--- src/rtl/ioctl_upload_server_if.sv ---
// Port bundles for ioctl_upload_server: the HPS-facing upload channel and the
// core-facing memory/pause port.
interface ioctl_upload_if;
  logic        ioctl_upload;
  logic        ioctl_rd;
  logic [15:0] ioctl_addr;
  logic [7:0]  ioctl_din;
  logic        ioctl_wait;

  modport master (output ioctl_upload, ioctl_rd, ioctl_addr,
                  input  ioctl_din, ioctl_wait);
  modport slave  (input  ioctl_upload, ioctl_rd, ioctl_addr,
                  output ioctl_din, ioctl_wait);
endinterface

interface upload_mem_if #(parameter int AW = 10);
  logic [AW-1:0] mem_addr;
  logic          mem_rd;
  logic [7:0]    mem_q;
  logic          pause_req;
  logic          pause_ack;

  modport master (output mem_addr, mem_rd, pause_req,
                  input  mem_q, pause_ack);
  modport slave  (input  mem_addr, mem_rd, pause_req,
                  output mem_q, pause_ack);
endinterface

--- src/rtl/ioctl_upload_server.sv ---
// Serves HPS upload byte requests from a core-side RAM, pausing the core while active.
// Define UPLOAD_CHECKSUM_EN to return the session byte sum at address LEN.
module ioctl_upload_server #(
  parameter int         AW     = 10,
  parameter int         LEN    = 1024,
  parameter int         RD_LAT = 1,
  parameter logic [7:0] PAD    = 8'hFF
) (
  input  logic          clk,
  input  logic          reset,
  ioctl_upload_if.slave hps,
  upload_mem_if.master  mem,
  output logic          busy,
  output logic          done
);

  typedef enum logic [2:0] {IDLE, PAUSE, READY, READ, OUT} state_t;

  state_t        state_q, state_d;
  logic          pend_q, pend_d;
  logic [15:0]   pend_addr_q, pend_addr_d;
  logic [2:0]    lat_cnt_q, lat_cnt_d;
  logic [AW-1:0] mem_addr_q, mem_addr_d;
  logic [7:0]    din_q, din_d;
  logic          wait_q, wait_d;
  logic          pause_req_q, pause_req_d;
  logic          busy_q, busy_d;
  logic          done_q, done_d;

  logic          req;
  logic          fire;
  logic          in_range;
  logic [15:0]   req_addr;
  logic [7:0]    tail_byte;

`ifdef UPLOAD_CHECKSUM_EN
  logic [7:0]    sum_q, sum_d;
  logic          is_sum_addr;
`endif

  // The full 16-bit address is compared, so aliases above 2^AW never reach the RAM.
  always_comb begin
    req      = hps.ioctl_upload && (hps.ioctl_rd || pend_q);
    req_addr = pend_q ? pend_addr_q : hps.ioctl_addr;
    in_range = ({1'b0, req_addr} < 17'(LEN));
    fire     = (state_q == READY) && mem.pause_ack && req;
`ifdef UPLOAD_CHECKSUM_EN
    is_sum_addr = ({1'b0, req_addr} == 17'(LEN));
    tail_byte   = is_sum_addr ? sum_q : PAD;
`else
    tail_byte   = PAD;
`endif
  end

  always_comb begin
    state_d     = state_q;
    pend_d      = pend_q;
    pend_addr_d = pend_addr_q;
    lat_cnt_d   = lat_cnt_q;
    mem_addr_d  = mem_addr_q;
    din_d       = din_q;
    done_d      = 1'b0;
`ifdef UPLOAD_CHECKSUM_EN
    sum_d       = sum_q;
`endif

    if (state_q != IDLE && !hps.ioctl_upload) begin
      state_d = IDLE;
      pend_d  = 1'b0;
      done_d  = 1'b1;
    end else begin
      case (state_q)
        IDLE: begin
          if (hps.ioctl_upload) begin
            state_d = PAUSE;
            pend_d  = 1'b0;
`ifdef UPLOAD_CHECKSUM_EN
            sum_d   = 8'h00;
`endif
          end
        end
        PAUSE: begin
          if (hps.ioctl_rd && !pend_q) begin
            pend_d      = 1'b1;
            pend_addr_d = hps.ioctl_addr;
          end
          if (mem.pause_ack) state_d = READY;
        end
        READY: begin
          if (!mem.pause_ack) begin
            state_d = PAUSE;
            if (hps.ioctl_rd && !pend_q) begin
              pend_d      = 1'b1;
              pend_addr_d = hps.ioctl_addr;
            end
          end else if (req) begin
            pend_d = 1'b0;
            if (in_range) begin
              state_d    = READ;
              lat_cnt_d  = 3'd0;
              mem_addr_d = req_addr[AW-1:0];
            end else begin
              state_d = OUT;
              din_d   = tail_byte;
            end
          end
        end
        READ: begin
          if (lat_cnt_q == 3'(RD_LAT - 1)) begin
            state_d = OUT;
            din_d   = mem.mem_q;
`ifdef UPLOAD_CHECKSUM_EN
            sum_d   = sum_q + mem.mem_q;
`endif
          end else begin
            lat_cnt_d = lat_cnt_q + 3'd1;
          end
        end
        OUT:     state_d = mem.pause_ack ? READY : PAUSE;
        default: state_d = IDLE;
      endcase
    end

    wait_d      = (state_d == PAUSE) || (state_d == READ);
    pause_req_d = (state_d != IDLE);
    busy_d      = (state_d != IDLE);
  end

  always_ff @(posedge clk or posedge reset) begin
    if (reset) begin
      state_q     <= IDLE;
      pend_q      <= 1'b0;
      pend_addr_q <= 16'h0000;
      lat_cnt_q   <= 3'd0;
      mem_addr_q  <= '0;
      din_q       <= 8'h00;
      wait_q      <= 1'b0;
      pause_req_q <= 1'b0;
      busy_q      <= 1'b0;
      done_q      <= 1'b0;
`ifdef UPLOAD_CHECKSUM_EN
      sum_q       <= 8'h00;
`endif
    end else begin
      state_q     <= state_d;
      pend_q      <= pend_d;
      pend_addr_q <= pend_addr_d;
      lat_cnt_q   <= lat_cnt_d;
      mem_addr_q  <= mem_addr_d;
      din_q       <= din_d;
      wait_q      <= wait_d;
      pause_req_q <= pause_req_d;
      busy_q      <= busy_d;
      done_q      <= done_d;
`ifdef UPLOAD_CHECKSUM_EN
      sum_q       <= sum_d;
`endif
    end
  end

  // The request cycle itself stalls the HPS combinationally, ahead of the registered wait.
  assign hps.ioctl_wait = wait_q | fire;
  assign hps.ioctl_din  = din_q;
  assign mem.mem_rd     = fire && in_range;
  assign mem.mem_addr   = (fire && in_range) ? req_addr[AW-1:0] : mem_addr_q;
  assign mem.pause_req  = pause_req_q;
  assign busy           = busy_q;
  assign done           = done_q;

endmodule

--- src/flat_wrapper.sv ---
// flat-port wrapper written by rule: the top's interface ports become plain ports
module ioctl_upload_server_flat 
#(
  parameter int         AW     = 10,
  parameter int         LEN    = 1024,
  parameter int         RD_LAT = 1,
  parameter logic [7:0] PAD    = 8'hFF
)
  (clk, reset, busy, done, hps_ioctl_upload, hps_ioctl_rd, hps_ioctl_addr, hps_ioctl_din, hps_ioctl_wait, mem_mem_addr, mem_mem_rd, mem_pause_req, mem_mem_q, mem_pause_ack);
  ioctl_upload_if hps_i ();
  upload_mem_if #(.AW(AW)) mem_i ();
  input  logic clk;
  input  logic reset;
  output logic busy;
  output logic done;
  input wire logic [$bits(hps_i.ioctl_upload)-1:0] hps_ioctl_upload;
  input wire logic [$bits(hps_i.ioctl_rd)-1:0] hps_ioctl_rd;
  input wire logic [$bits(hps_i.ioctl_addr)-1:0] hps_ioctl_addr;
  output wire logic [$bits(hps_i.ioctl_din)-1:0] hps_ioctl_din;
  output wire logic [$bits(hps_i.ioctl_wait)-1:0] hps_ioctl_wait;
  output wire logic [$bits(mem_i.mem_addr)-1:0] mem_mem_addr;
  output wire logic [$bits(mem_i.mem_rd)-1:0] mem_mem_rd;
  output wire logic [$bits(mem_i.pause_req)-1:0] mem_pause_req;
  input wire logic [$bits(mem_i.mem_q)-1:0] mem_mem_q;
  input wire logic [$bits(mem_i.pause_ack)-1:0] mem_pause_ack;
  assign hps_i.ioctl_upload = hps_ioctl_upload;
  assign hps_i.ioctl_rd = hps_ioctl_rd;
  assign hps_i.ioctl_addr = hps_ioctl_addr;
  assign hps_ioctl_din = hps_i.ioctl_din;
  assign hps_ioctl_wait = hps_i.ioctl_wait;
  assign mem_mem_addr = mem_i.mem_addr;
  assign mem_mem_rd = mem_i.mem_rd;
  assign mem_pause_req = mem_i.pause_req;
  assign mem_i.mem_q = mem_mem_q;
  assign mem_i.pause_ack = mem_pause_ack;
  ioctl_upload_server #(.AW(AW), .LEN(LEN), .RD_LAT(RD_LAT), .PAD(PAD)) u_core (.clk(clk), .reset(reset), .hps(hps_i), .mem(mem_i), .busy(busy), .done(done));
endmodule
--- config.mk ---
export PLATFORM = sky130hd
export DESIGN_NAME = ioctl_upload_server_flat
export DESIGN_NICKNAME = d
export VERILOG_FILES = /design/src/rtl/ioctl_upload_server_if.sv /design/src/rtl/ioctl_upload_server.sv /design/src/flat_wrapper.sv
export SDC_FILE = /design/constraint.sdc
export NUM_CORES = 1
export LEC_CHECK = 0
export CORE_MARGIN = 2
export CORE_UTILIZATION = 46
export CTS_BUF_LIST = sky130_fd_sc_hd__clkbuf_4
export CTS_CLUSTER_DIAMETER = 50
export CTS_CLUSTER_SIZE = 10
export DETAILED_ROUTE_END_ITERATION = 12
export PLACE_DENSITY = 0.82
export REMOVE_ABC_BUFFERS = 1
export SYNTH_ARGS = -nofsm -noshare
export SYNTH_HDL_FRONTEND = slang
export SYNTH_SLANG_ARGS = --single-unit
--- constraint.sdc ---
create_clock -name clk -period 1.85 [get_ports clk]
set_input_delay 0.185 -clock clk [delete_from_list [all_inputs] [get_ports clk]]
set_output_delay 0.185 -clock clk [all_outputs]
set_load 0.02 [all_outputs]
# After elaboration in Yosys (flattened, before gate mapping)
# Cells that the tools add are included.
[totals]
out_inout_bits = 23
reg_bits = 44
input_bits = 29
[op_classes]
muxes = 31
bitwise_logic = 2
magnitude_cmp = 1
eq_ne = 15
n_reduce_logical = 22
n_addsub = 1
[op_table]
columns = ["cell", "n"]
rows = [
  ["16-bit two-way mux", 3],
  ["3-bit two-way mux", 11],
  ["8-bit two-way mux", 4],
  ["16-bit one-hot mux with 2 select lines", 1],
  ["16-bit by 11-bit < comparator with 1-bit output (second input constant)", 1],
  ["8-bit one-hot mux with 2 select lines", 1],
  ["3-bit one-hot mux with 5 select lines", 1],
  ["6-bit AND reduction", 2],
  ["10-bit two-way mux", 1],
  ["3-bit by 2-bit equality test with 1-bit output (second input constant)", 3],
  ["2-bit != test (second input constant)", 4],
  ["3-bit by 1-bit equality test with 1-bit output (second input constant)", 2],
  ["1-bit logical AND", 6],
  ["3-bit zero test", 2],
  ["1-bit two-way mux", 6],
  ["2-bit by 1-bit != test with 1-bit output (second input constant)", 3],
  ["3-bit one-hot mux with 2 select lines", 1],
  ["3-bit AND reduction", 2],
  ["3-bit nonzero test", 2],
  ["5-bit AND reduction", 1],
  ["4-bit by 3-bit != test with 1-bit output (second input constant)", 1],
  ["2-bit nonzero test", 2],
  ["4-bit nonzero test", 1],
  ["3-bit by 1-bit adder with 3-bit output (second input constant)", 1],
  ["other kinds (8)", 10],
]

# Depth between registers and ports, before layout
[depth]
ltp_word = 9
ltp_mapped = 7

# Worst setup path before layout
# Ideal clock, no wire load.
[synth_path]
kind = "input to output"
start = "input port hps_ioctl_addr[13]"
end = "output port mem_mem_addr[0]"
arrival_ns = 1.703
slack_ns = -0.038
stages = 6
n_path_buf = 1
required_ns = 1.665
path_cell_list = "or4_4 -> nor4_4 -> o211a_1 -> buf_4 -> nor2_1 -> a21oi_1"
[synth_via]
elab_chain_len = 4
[synth_lines]
columns = ["item", "line", "rtl"]
rows = [
  ["start, declared", "flat_wrapper.sv:18", "input wire logic [$bits(hps_i.ioctl_addr)-1:0] hps_ioctl_addr;"],
  ["16-bit two-way mux", "ioctl_upload_server.sv:44", "req_addr = pend_q ? pend_addr_q : hps.ioctl_addr;"],
  ["16-bit by 11-bit < comparator with 1-bit output", "ioctl_upload_server.sv:45", "in_range = ({1'b0, req_addr} < 17'(LEN));"],
  ["1-bit logical AND", "ioctl_upload_server.sv:165", "assign mem.mem_addr = (fire && in_range) ? req_addr[AW-1:0] : mem_addr_q;"],
  ["10-bit two-way mux", "ioctl_upload_server.sv:165", ""],
  ["end, declared", "flat_wrapper.sv:21", "output wire logic [$bits(mem_i.mem_addr)-1:0] mem_mem_addr;"],
]
# No other way between the ends.

# Worst setup path in the final report
[layout_path]
start = "register u_core.pend_addr_q[13]"
end = "output port mem_mem_addr[0]"
[layout_via]
elab_chain_len = 4
[layout_lines]
columns = ["item", "line", "rtl"]
rows = [
  ["start, declared", "ioctl_upload_server.sv:21", "logic [15:0] pend_addr_q, pend_addr_d;"],
  ["start signal, assigned", "ioctl_upload_server.sv:147", "pend_addr_q <= pend_addr_d;"],
  ["16-bit two-way mux", "ioctl_upload_server.sv:44", ""],
  ["16-bit by 11-bit < comparator with 1-bit output", "ioctl_upload_server.sv:45", ""],
  ["1-bit logical AND", "ioctl_upload_server.sv:165", ""],
  ["10-bit two-way mux", "ioctl_upload_server.sv:165", ""],
]
# No other way between the ends.

==> results.sh <==
export IMPL_status="finished with violations"
export IMPL_violations="negative setup slack"
export IMPL_port_buffers=51
export IMPL_first_pass_iters=4
export IMPL_nNetsFinal=316
export IMPL_postRouteAntennaNets=0
export IMPL_num_vias=1853
export IMPL_endpoint_kind="primary output"
export IMPL_syn_cell_area_um2=2110
export IMPL_synthFlopType="dfrtp_1"
export IMPL_path_buf_inv=3
export IMPL_cp_cell_sequence="nor4_2 -> and3_1 -> o211a_1 -> buf_6 -> buf_12 -> nor2_2 -> a21oi_2 -> buf_4"
export IMPL_final_layout_size_suffix_gt1_share_pct=42.8
export IMPL_tritoncts="yes"
export IMPL_place_area_um2=2870
export IMPL_finalHoldViolations=0
export IMPL_fin_ws_ps=-409
export IMPL_design_area_um2=3290
export IMPL_path_clk_slew_ps=120
export IMPL_cp_arrival_ps=2070
export IMPL_tns_ps=-5580
export IMPL_critPathLaunchType="register"
export IMPL_synthToLayoutAreaGrowth_pct=56.1
export IMPL_rows=24
export IMPL_coreArea_um2=4380
export IMPL_ir_worst_vdd_uv=691
export IMPL_num_antenna_cells=0
export IMPL_gp_congestion=0.891
export IMPL_clkLatencyLatePin_ps=360
export IMPL_power_density_nw_per_um2=1250
export IMPL_r2r_setup_slack_ps=-220
export IMPL_h_tree_depth=2
export IMPL_grt_max_degree=30
export IMPL_whs_ps=108
export IMPL_synthArstFlopShare_pct=100
export IMPL_drtIter0Drc=124
export IMPL_maxSlewHeadroom_pct=75.5
export IMPL_grt_use_total_pct=21.9
export IMPL_met2_usage_pct=36.6
export IMPL_cp_slowest_cell="dfrtp_1"
export IMPL_leakage_nw=1.49
export IMPL_met1_usage_pct=28.9
export IMPL_syn_avg_cell_area_um2=11.3
export IMPL_rsz0062_at_grt="yes"
export IMPL_layout_cells_non_filler=337
export IMPL_ys_ff_latch=44
export IMPL_wl_per_cell_um=16.9
export IMPL_place_ws_ps=-889
export IMPL_syn_inst=187
export IMPL_final_min_clock_period_ps=2260
export IMPL_final_cell_mix="43 x dfrtp_1, 42 x buf_4, 35 x clkdlybuf4s50_1"
export IMPL_placed_cells=309
export IMPL_setup_viol=22
export IMPL_antenna_found_initial=0
export IMPL_wl_mm=5.70
export IMPL_max_cap_violations=0
export IMPL_grt_pass1_vias=1818
export IMPL_cts_root_buf="clkbuf_4"
export IMPL_cts_buffer_depth=2
export IMPL_die_y_um=71.7
export IMPL_max_stage_delay_ps=410
export IMPL_grt_overflow_total=0
export IMPL_slew_violations=0
export IMPL_synth_edf_count=0
export IMPL_avgViaCountPerCell=5.50
export IMPL_yosysUniqueCellTypes=37
export IMPL_synth_warnings=0
export IMPL_layout_commonest_cell="dfrtp_1"
export IMPL_path_class="register to primary output"
export IMPL_dieArea_um2=5140
export IMPL_path_delay_family="simple AND/OR/NAND/NOR gates"
export IMPL_cts_buffers=5
export IMPL_grtUsageMet3_pct=3.94
export IMPL_grt_pass1_wl_mm=8.74
export IMPL_min_path_type="input pin to async pin"
export IMPL_clock_skew_ps=8.74
export IMPL_grt_busiest_layer="met2"
export IMPL_cp_required_ps=1660
export IMPL_cts_sinks=44
export IMPL_die_x_um=71.7
export IMPL_drc_errors=0
export IMPL_tightest_slew_ps=357
export IMPL_finalCritPeriodShare_pct=122
export IMPL_initial_core_util_pct=48.0
export IMPL_cp_max_fo=7
export IMPL_dp_hpwl_mm=3.39
export IMPL_ioPinCount=52
export IMPL_yosysSeqAreaShare_pct=52.3
export IMPL_cts_hold_buf=0
export IMPL_clock_fmax_mhz=443
==> worst register-to-register path, stage by stage (launching register included) <==
cell,delay (ps)
dfrtp_2,480
and3_1,180
o211a_1,240
buf_6,150
buf_6,130
buf_4,120
o31a_1,300
or3_1,360
==> flip-flops by register name, summed over array words and instances (netlist names), 3 cells and up <==
signal / count
u_core.lat_cnt_q: 3
u_core.hps.ioctl_din: 8
u_core.pend_addr_q: 16
u_core.state_q: 3
u_core.mem_addr_q: 10
==> final timing paths <==
| check | startpoint | endpoint | depth (start not counted) |
|---|---|---|---|
| setup / recovery | u_core.pend_addr_q[13] | mem_mem_addr[0] | 8 |
| hold / removal | reset | u_core.lat_cnt_q[2] | 2 |
| setup reg to reg | u_core.pend_q | u_core.mem.pause_req | 7 |
| hold reg to reg | u_core.hps.ioctl_din[0] | u_core.hps.ioctl_din[0] | 1 |
| max in group asynchronous | reset | u_core.pend_q | 3 |
| min in group clk | hps_ioctl_addr[13] | u_core.pend_addr_q[13] | 2 |
==> power breakdown <==
part	total (mW)	switching (mW)	internal, mW
Combinational	2.10	0.960	1.14
Clock	0.437	0.304	0.133
Sequential	1.58	0.236	1.34
==> cells in the mapped netlist (3+ instances only) <==
library cell / count / area share, %
mux2i_1: 12 / 5.7
o22a_2: 8 / 3.8
buf_2: 4 / 0.95
a21oi_1: 26 / 6.2
nand2_1: 6 / 1.1
buf_4: 3 / 1.1
dfrtp_1: 44 / 52
clkbuf_1: 4 / 0.71
o21ai_0: 7 / 1.7
inv_1: 5 / 0.89
nor2_1: 17 / 3.0
mux2_2: 16 / 8.6
==> per-layer routing <==
metal  vias to the layer above  share of wire, %  routed length [um]
met5                         -                 0                   0
met2                        47                51                2920
met3                        12               3.5                 202
li1                        873                 -                   -
met4                         0               2.5                 140
met1                       921                43                2430
==> cell type report <==
type | count | area [um^2]
sequential | 44 | 1100
fill | 293 | 1100
multi-input combinational | 126 | 1080
timing repair buffer | 103 | 972
tap | 52 | 65.1
clock buffer | 5 | 37.5
inverter | 5 | 18.8
clock inverter | 2 | 7.51
==> stage by stage <==
step / utilization [%] / total power [mW]
after floorplan: - / 2.59
after global placement: 65.5 / 3.29
after detailed placement: 65.5 / 3.36
after CTS: 71.8 / 3.91
after global routing: 75.0 / 4.36
final: 75.0 / 4.11
==> logic make-up after synthesis <==
family          synth area share [%]
mux                             14.3
flops                           52.3
compound gates                  16.3
fa+ha+maj                       1.19
buf+inv                         4.16
simple gates                    11.8
==> timing repair <==
item / 4_1_cts / 5_1_grt
gates cloned: 1 / 0
setup endpoints to repair: 29 / 39
gates resized for setup: 100 / 32
pin swaps: 9 / 8
buffers inserted: 16 / 5
Note: power is estimated with default switching activity, not from simulation.
